<file path="config.mk">
export PLATFORM = sky130hd
export DESIGN_NAME = load_store_unit_flat
export DESIGN_NICKNAME = d
export VERILOG_FILES = /design/src/rtl/load_store_unit_if.sv /design/src/rtl/load_store_unit.sv /design/src/flat_wrapper.sv
export SDC_FILE = /design/constraint.sdc
export NUM_CORES = 1
export LEC_CHECK = 0
export ABC_AREA = 0
export CAP_MARGIN = 20
export CORE_MARGIN = 2
export CORE_UTILIZATION = 39
export CTS_CLUSTER_DIAMETER = 40
export DETAILED_ROUTE_END_ITERATION = 10
export PLACE_DENSITY = 0.78
export RECOVER_POWER = 50
export SYNTH_ARGS = -nofsm -noshare
export SYNTH_HDL_FRONTEND = slang
export SYNTH_SLANG_ARGS = --single-unit
</file>
<file path="constraint.sdc">
create_clock -name clk -period 1.65 [get_ports clk]
set_input_delay 0.165 -clock clk [delete_from_list [all_inputs] [get_ports clk]]
set_output_delay 0.165 -clock clk [all_outputs]
set_load 0.01 [all_outputs]
</file>
<file path="src/rtl/load_store_unit_if.sv">
// Memory bus between the load/store unit (master) and the data memory (slave).
// Address is word aligned; byte lanes are selected with mem_be.
interface load_store_unit_if;
    logic        mem_req;
    logic        mem_we;
    logic [31:0] mem_addr;
    logic [31:0] mem_wdata;
    logic [3:0]  mem_be;
    logic        mem_ack;
    logic [31:0] mem_rdata;

    modport master (
        output mem_req,
        output mem_we,
        output mem_addr,
        output mem_wdata,
        output mem_be,
        input  mem_ack,
        input  mem_rdata
    );

    modport slave (
        input  mem_req,
        input  mem_we,
        input  mem_addr,
        input  mem_wdata,
        input  mem_be,
        output mem_ack,
        output mem_rdata
    );
endinterface

</file>
<file path="src/rtl/load_store_unit.sv">
// Memory-stage load/store unit. Issues one bus transaction per aligned access
// and stalls the pipeline until it completes or times out. A misaligned word
// access raises AlignFault without touching the bus. Loads update ReadData;
// stores leave it untouched.
module load_store_unit #(
    parameter int unsigned TIMEOUT = 16
) (
    input  logic                    clk,
    input  logic                    reset,
    input  logic                    MemReqM,
    input  logic                    MemWriteM,
    input  logic                    MByteM,
    input  logic [31:0]             ALUOutM,
    input  logic [31:0]             WriteDataM,
    load_store_unit_if.master       bus,
    output logic [31:0]             ReadData,
    output logic                    StallM,
    output logic                    MemDone,
    output logic                    AlignFault,
    output logic                    BusFault
);

    typedef enum logic [1:0] {
        IDLE = 2'd0,
        REQ  = 2'd1,
        DONE = 2'd2
    } state_t;

    // Count value held in the last permitted REQ cycle before abort.
    localparam logic [7:0] TMO_LAST = 8'(TIMEOUT - 1);

    state_t      state_q, state_d;
    logic        aligned;
    logic        issue;
    logic        complete;
    logic        expire;

    logic        we_q;
    logic        byte_q;
    logic [31:0] addr_q;
    logic [3:0]  be_q;
    logic [31:0] wdata_q;
    logic [7:0]  cnt_q;
    logic        ok_q;
    logic [31:0] rdata_q;
    logic [7:0]  lane;

    assign aligned = MByteM | (ALUOutM[1:0] == 2'b00);

    // Byte lane selected by the low address bits of the held access.
    assign lane = bus.mem_rdata[{addr_q[1:0], 3'b000} +: 8];

    // Bus outputs come only from registers captured at issue time.
    assign bus.mem_req   = (state_q == REQ);
    assign bus.mem_we    = we_q;
    assign bus.mem_addr  = {addr_q[31:2], 2'b00};
    assign bus.mem_be    = be_q;
    assign bus.mem_wdata = wdata_q;
    assign ReadData      = rdata_q;

    // State register.
    always_ff @(posedge clk) begin
        if (reset) begin
            state_q <= IDLE;
        end else begin
            state_q <= state_d;
        end
    end

    // Next-state decode and per-cycle control/status outputs.
    always_comb begin
        state_d    = state_q;
        StallM     = 1'b0;
        AlignFault = 1'b0;
        MemDone    = 1'b0;
        BusFault   = 1'b0;
        issue      = 1'b0;
        complete   = 1'b0;
        expire     = 1'b0;
        case (state_q)
            IDLE: begin
                if (MemReqM && !reset) begin
                    if (aligned) begin
                        state_d = REQ;
                        StallM  = 1'b1;
                        issue   = 1'b1;
                    end else begin
                        AlignFault = 1'b1;
                    end
                end
            end
            REQ: begin
                StallM = 1'b1;
                if (bus.mem_ack) begin
                    state_d  = DONE;
                    complete = 1'b1;
                end else if (cnt_q == TMO_LAST) begin
                    state_d = DONE;
                    expire  = 1'b1;
                end
            end
            DONE: begin
                // The instruction is still presented here; it is not re-issued.
                state_d  = IDLE;
                MemDone  = ok_q;
                BusFault = ~ok_q;
            end
            default: begin
                state_d = IDLE;
            end
        endcase
    end

    // Access capture, timeout counting and load result update.
    always_ff @(posedge clk) begin
        if (reset) begin
            we_q    <= 1'b0;
            byte_q  <= 1'b0;
            addr_q  <= 32'h0;
            be_q    <= 4'h0;
            wdata_q <= 32'h0;
            cnt_q   <= 8'h0;
            ok_q    <= 1'b0;
            rdata_q <= 32'h0;
        end else begin
            if (issue) begin
                we_q    <= MemWriteM;
                byte_q  <= MByteM;
                addr_q  <= ALUOutM;
                be_q    <= MByteM ? (4'b0001 << ALUOutM[1:0]) : 4'b1111;
                wdata_q <= MByteM ? {4{WriteDataM[7:0]}} : WriteDataM;
                cnt_q   <= 8'h0;
            end else if (state_q == REQ && !complete && !expire) begin
                cnt_q <= cnt_q + 8'h1;
            end
            if (complete) begin
                ok_q <= 1'b1;
                if (!we_q) begin
                    rdata_q <= byte_q ? {24'h0, lane} : bus.mem_rdata;
                end
            end
            if (expire) begin
                ok_q <= 1'b0;
            end
        end
    end

endmodule

</file>
<file path="src/flat_wrapper.sv">
// flat-port wrapper written by rule: the top's interface ports become plain ports
module load_store_unit_flat 
#(
    parameter int unsigned TIMEOUT = 16
)
  (clk, reset, MemReqM, MemWriteM, MByteM, ALUOutM, WriteDataM, ReadData, StallM, MemDone, AlignFault, BusFault, bus_mem_req, bus_mem_we, bus_mem_addr, bus_mem_wdata, bus_mem_be, bus_mem_ack, bus_mem_rdata);
  load_store_unit_if bus_i ();
  input  logic clk;
  input  logic reset;
  input  logic MemReqM;
  input  logic MemWriteM;
  input  logic MByteM;
  input  logic [31:0] ALUOutM;
  input  logic [31:0] WriteDataM;
  output logic [31:0] ReadData;
  output logic StallM;
  output logic MemDone;
  output logic AlignFault;
  output logic BusFault;
  output wire logic [$bits(bus_i.mem_req)-1:0] bus_mem_req;
  output wire logic [$bits(bus_i.mem_we)-1:0] bus_mem_we;
  output wire logic [$bits(bus_i.mem_addr)-1:0] bus_mem_addr;
  output wire logic [$bits(bus_i.mem_wdata)-1:0] bus_mem_wdata;
  output wire logic [$bits(bus_i.mem_be)-1:0] bus_mem_be;
  input wire logic [$bits(bus_i.mem_ack)-1:0] bus_mem_ack;
  input wire logic [$bits(bus_i.mem_rdata)-1:0] bus_mem_rdata;
  assign bus_mem_req = bus_i.mem_req;
  assign bus_mem_we = bus_i.mem_we;
  assign bus_mem_addr = bus_i.mem_addr;
  assign bus_mem_wdata = bus_i.mem_wdata;
  assign bus_mem_be = bus_i.mem_be;
  assign bus_i.mem_ack = bus_mem_ack;
  assign bus_i.mem_rdata = bus_mem_rdata;
  load_store_unit #(.TIMEOUT(TIMEOUT)) u_core (.clk(clk), .reset(reset), .MemReqM(MemReqM), .MemWriteM(MemWriteM), .MByteM(MByteM), .ALUOutM(ALUOutM), .WriteDataM(WriteDataM), .bus(bus_i), .ReadData(ReadData), .StallM(StallM), .MemDone(MemDone), .AlignFault(AlignFault), .BusFault(BusFault));
endmodule
</file>
Word-level counts from Yosys, hierarchy flattened
Index checks and enable logic that the tools add are counted.
- register bits after elaboration: 113
- input bits: 102
- logic and storage cells: 55
- $add $sub $neg: 1
- eq/ne operators: 6
- shift operators: 2
- mux-type cells: 22
- bitwise operators: 3
- reduce and logical (&&, ||, !) cells: 12
- operator list (kind ; count):
    32-bit two-way mux ; 2
    32-bit by 6-bit variable part select with 8-bit output ; 1
    1-bit two-way mux ; 13
    8-bit by 1-bit adder with 8-bit output (second input constant) ; 1
    8-bit by 4-bit == test with 1-bit output (second input constant) ; 1
    2-bit two-way mux ; 4
    2-bit logical NOT ; 2
    4-bit two-way mux ; 1
    2-bit by 1-bit inequality test with 1-bit output (second input constant) ; 2
    2-bit one-hot mux with 2 select lines ; 1
    2-bit OR reduction ; 2
    1-bit by 2-bit << shifter with 4-bit output (first input constant) ; 1
    1-bit logical AND ; 3
    1-bit logical NOT ; 3
    3-bit by 1-bit inequality test with 1-bit output (second input constant) ; 1
    3-bit AND reduction ; 1
    2-bit by 1-bit == test with 1-bit output (second input constant) ; 1
    2-bit == test (second input constant) ; 1
    1-bit inverter ; 2
    1-bit one-hot mux with 2 select lines ; 1
    2-bit AND reduction ; 1
    1-bit bitwise OR ; 1

Longest topological paths before layout
Gate-level depths: netlist of the first run.
- depth in word-level cells: 6
- mapped depth: 6
- mapped depth without buffers: 4

Least setup slack after synthesis of the first run
OpenSTA, ideal clock, no wires.
- kind: register -> output
- start point: reg u_core.state_q[1]
- end point: out StallM
- arrival time: 1.519 ns
- slack: -0.034 ns
- cell stages (with the launch flop): 5
- path buffers: 2
- cells stage by stage: dfxtp_1 > or4b_1 > buf_2 > clkbuf_1 > o21ai_0
- word-level cells in the longest chain between the ends: 2
- elaborated cells between the ends (all ways): 3
- those cells by class: eq/ne: 1; mux: 1; reduce/logical: 1
- ends and longest elaborated chain (element ; line ; text):
    start: declaration ; load_store_unit.sv:32 ; state_t state_q, state_d;
    start signal: assignment ; load_store_unit.sv:66 ; state_q <= state_d;
    2-bit by 1-bit == test with 1-bit output or 2-bit logical NOT (tied branches) ; load_store_unit.sv:80 ; case (state_q)
    1-bit one-hot mux with 2 select lines (*) ; load_store_unit.sv:80 ;
    end: declaration ; flat_wrapper.sv:16 ; output logic StallM;
Every way passes the cells marked *; elsewhere a longest branch is shown, timed or not.

Worst setup path after layout of the first run
- start point: reg u_core.state_q[0]
- end point: reg u_core.wdata_q[12], in the netlist u_core.bus.mem_wdata[12]
- word-level cells in the longest chain between the ends: 2
- ends and longest elaborated chain (element ; line ; text):
    2-bit logical NOT ; load_store_unit.sv:80 ;
    1-bit two-way mux ; load_store_unit.sv:80 ;
    end signal: assignment ; load_store_unit.sv:131 ; wdata_q <= MByteM ? {4{WriteDataM[7:0]}} : WriteDataM;
    end: declaration ; load_store_unit.sv:42 ; logic [31:0] wdata_q;
No other way between the ends.
A chain may end at the register's enable or synchronous reset.

==> flow_summary.ini, run 1 <==
[critical_path]
path_cells = or4b_4 -> buf_6 -> buf_12 -> nor2_4 -> clkbuf_16 -> a211oi_1
rr_worst_depth = 6
critPathKind = flop to flop
path_max_fanout = 15
reg2reg_from = u_core.state_q[0]
r2r_slack_ps = -130
cpPeakStageDelay_ps = 580
start_kind = flop
cp.arrival_ps = 2030
cp-end-kind = flop
slowest_stage = or4b_4
timing.rr.end = u_core.bus.mem_wdata[12]
crit_required_ps = 1900

[routing]
dr.first_iter.drc_count = 434
via_per_inst = 5.53
dr_total_vias = 5361
firstDrtPassIters = 5
ant_nets = 0
finalWirelength_um = 17500
drc = 0
avgRoutedWirePerCell_um = 18.0

[die]
die-area_um2 = 14000
core.rowCount = 41
die_width_um = 119
die_h_um = 119
ios = 208
core_um2 = 12700
start_util = 0.402

[logic_synthesis]
syn_avg_cell_area_um2 = 8.52
synth.area.top_cells = dfxtp_1, a21oi_1, nand3_1, mux2i_1, buf_4
yosys_warnings = 0
synth.yosys.seq_area_share = 0.442
synth_edf_count = 0
syn-instance-count = 600
synthAdderAreaFrac = 0.00245
synth_compound_area_frac = 0.236
yosysTopAreaCell = dfxtp_1
syn_area_um2 = 5110
synth.distinct_cells = 47
synth_xor_area_frac = 0
synth_top_area_share = 0.442
yosysMostFrequentCell = dfxtp_1
synth_top_family_by_area = compound AO/OA/AOI/OAI gates
async_flop_share = 0
synthMuxAreaShare = 0.0724
synth_seq_cells = 113
ys_top_cells_by_count = dfxtp_1, a21oi_1, nand3_1
synthFlopType = dfxtp_1
synthSimpleGateAreaFrac = 0.147

[global_route]
overflow = 0
grt_pass1_vias = 5347
grt.total_usage = 0.236
grt_max_degree = 81
grt_pass1_wl_um = 26800
grt_antenna_before_repair = 0

[power_and_ir_drop]
ir_drop_mv = 0.613
switching_share = 0.240
p_int_uw = 6130
switchingPower_uw = 1940
sequentialPowerShare = 0.359
leakagePower_uw = 0.00313
power.share.combinational = 0.146
powerDensity_nw_per_um2 = 984
clkPwrFrac = 0.495

[place]
portBuffers = 205
dpl-instance-area_um2 = 7220
gp_congestion = 0.876
dp_hpwl_um = 11700

[hold_path]
hold_depth = 3
min_path_type = input port to flop
min_from = reset
min_to = u_core.addr_q[7]

[final_layout]
layout-drive-gt1-share = 0.144
nFillCells = 1056
final_cell_area_um2 = 8200
antennaDiodeCount = 0
fin_nets = 887
area_growth_pct = 60.3

[sta]
whs_ps = 233
fmax_mhz = 561
slew_headroom = 0.436
worst_slack_ps = -132
hold_viol_final = 0
tightest_slew_ps = 847
finalSetupViolations = 42
drv_slew = 0
fin_crit_sh = 1.08
finClkSkew_ps = 3.61
setup_tns_ps = -3860
rsz0062_at_grt = yes
period_needed_ps = 1780

[clock_network]
cts.path.max_buffers = 2
cts_hold_buf = 0
cts_buffers = 17
cts_sinks = 113
path_clk_slew_ps = 60
cts_root_buf = clkbuf_16
htreeDepth = 4
cts_tree = done
insertion_delay_ps = 410

[flow_run]
maxCapViolCount = 0

[status]
status = complete, but fails checks
violations = negative setup slack
## power groups by stage
| stage | clock network, uW | registers [uW] | logic, uW |
|---|---|---|---|
| 5_1_grt | 4170 | 2910 | 1260 |
| 3_5_place_dp | 0 | 2950 | 1080 |
| 3_3_place_gp | 0 | 2950 | 1050 |
| 2_1_floorplan | 0 | 2970 | 466 |
| 6_report | 3990 | 2900 | 1180 |
| 4_1_cts | 4040 | 2900 | 1110 |
## logic make-up (layout without fill, tap and decap cells)
logic type,after synthesis,after routing
buffers and inverters,96,292
adders and majority gates,1,1
DFF,113,113
other,1,2
and+or+nand+nor,148,148
AOI/OAI and AO/OA,205,205
muxes,36,36
## sequential cells by signal, indices dropped and copies added, names as in the netlist
signal	flops
u_core.ReadData	32
u_core.addr_q	32
u_core.bus.mem_wdata	32
u_core.cnt_q	8
u_core.bus.mem_be	4
u_core.state_q	2
u_core.bus.mem_we	1
u_core.byte_q	1
u_core.ok_q	1
## layout make-up
type	count	area, um2	share of cell area
Tap cell	172	215	0.0262
Sequential cell	113	2260	0.276
Inverter	8	30.0	0.00366
Clock buffer	18	429	0.0523
Clock inverter	14	214	0.0261
Timing Repair Buffer	252	2580	0.314
Multi-Input combinational cell	392	2470	0.301
## routing by layer
metal,vias to the layer above,routed length (um),global-route usage
met5,-,0,0
met4,0,355,0.0908
met3,28,1300,0.0835
met2,224,8870,0.406
met1,2582,6950,0.267
li1,2527,-,-
## worst max-delay path: cells and delay by family, from the launching register on
family                 cells  cell delay [ps]
and+or+nand+nor            2              720
buffers and inverters      3              520
AOI/OAI and AO/OA          1               70
DFF                        1              320
## placed cells by master, fill, tap and decap left out, types with 6 or more instances in the layout
master / netlist / layout
o32ai_1: 16 / 16
nand2_1: 38 / 37
nand3_1: 67 / 67
a21oi_1: 99 / 98
mux2i_1: 28 / 28
a211oi_1: 26 / 25
buf_6: 0 / 8
o21ai_1: 0 / 23
buf_4: 34 / 29
o21ai_0: 46 / 17
clkdlybuf4s50_1: 0 / 127
clkbuf_16: 0 / 22
o21ai_2: 1 / 6
inv_1: 7 / 7
mux2_2: 8 / 8
nor2_1: 16 / 15
dfxtp_1: 113 / 111
dlygate4sd3_1: 0 / 72
## what timing repair did
action	4_1_cts	5_1_grt
gates resized for setup	33	44
setup endpoints to repair	81	97
buffers inserted	1	5
pin swaps	3	3
cloned	0	8
## how the worst max path moves through the flow
stage	startpoint	end	slack (ps)	depth (start not counted)
floorplan	u_core.state_q[1]	StallM	50	4
global placement	MemReqM	AlignFault	-700	4
detailed placement	MemReqM	AlignFault	-710	4
CTS	u_core.state_q[0]	StallM	-140	3
global route	u_core.state_q[0]	StallM	-180	3
finish	u_core.state_q[0]	u_core.bus.mem_wdata[12]	-130	6
## per-stage QoR
step	total power [uW]	cells	util	setup slack, ps
2_1_floorplan	3440	601	-	45.8
3_3_place_gp	4000	923	0.568	-695
3_5_place_dp	4030	923	0.568	-709
4_1_cts	8040	956	0.623	-141
5_1_grt	8340	969	0.644	-182
6_report	8070	969	0.644	-132
No activity file was read; power rests on OpenSTA's default activity.
==> inputs of run 2 (changes only) <==
- TNS_END_PERCENT: default -> 100
==> results of run 2 <==
Final layout, timing and power as in run 1 (identical DEF).
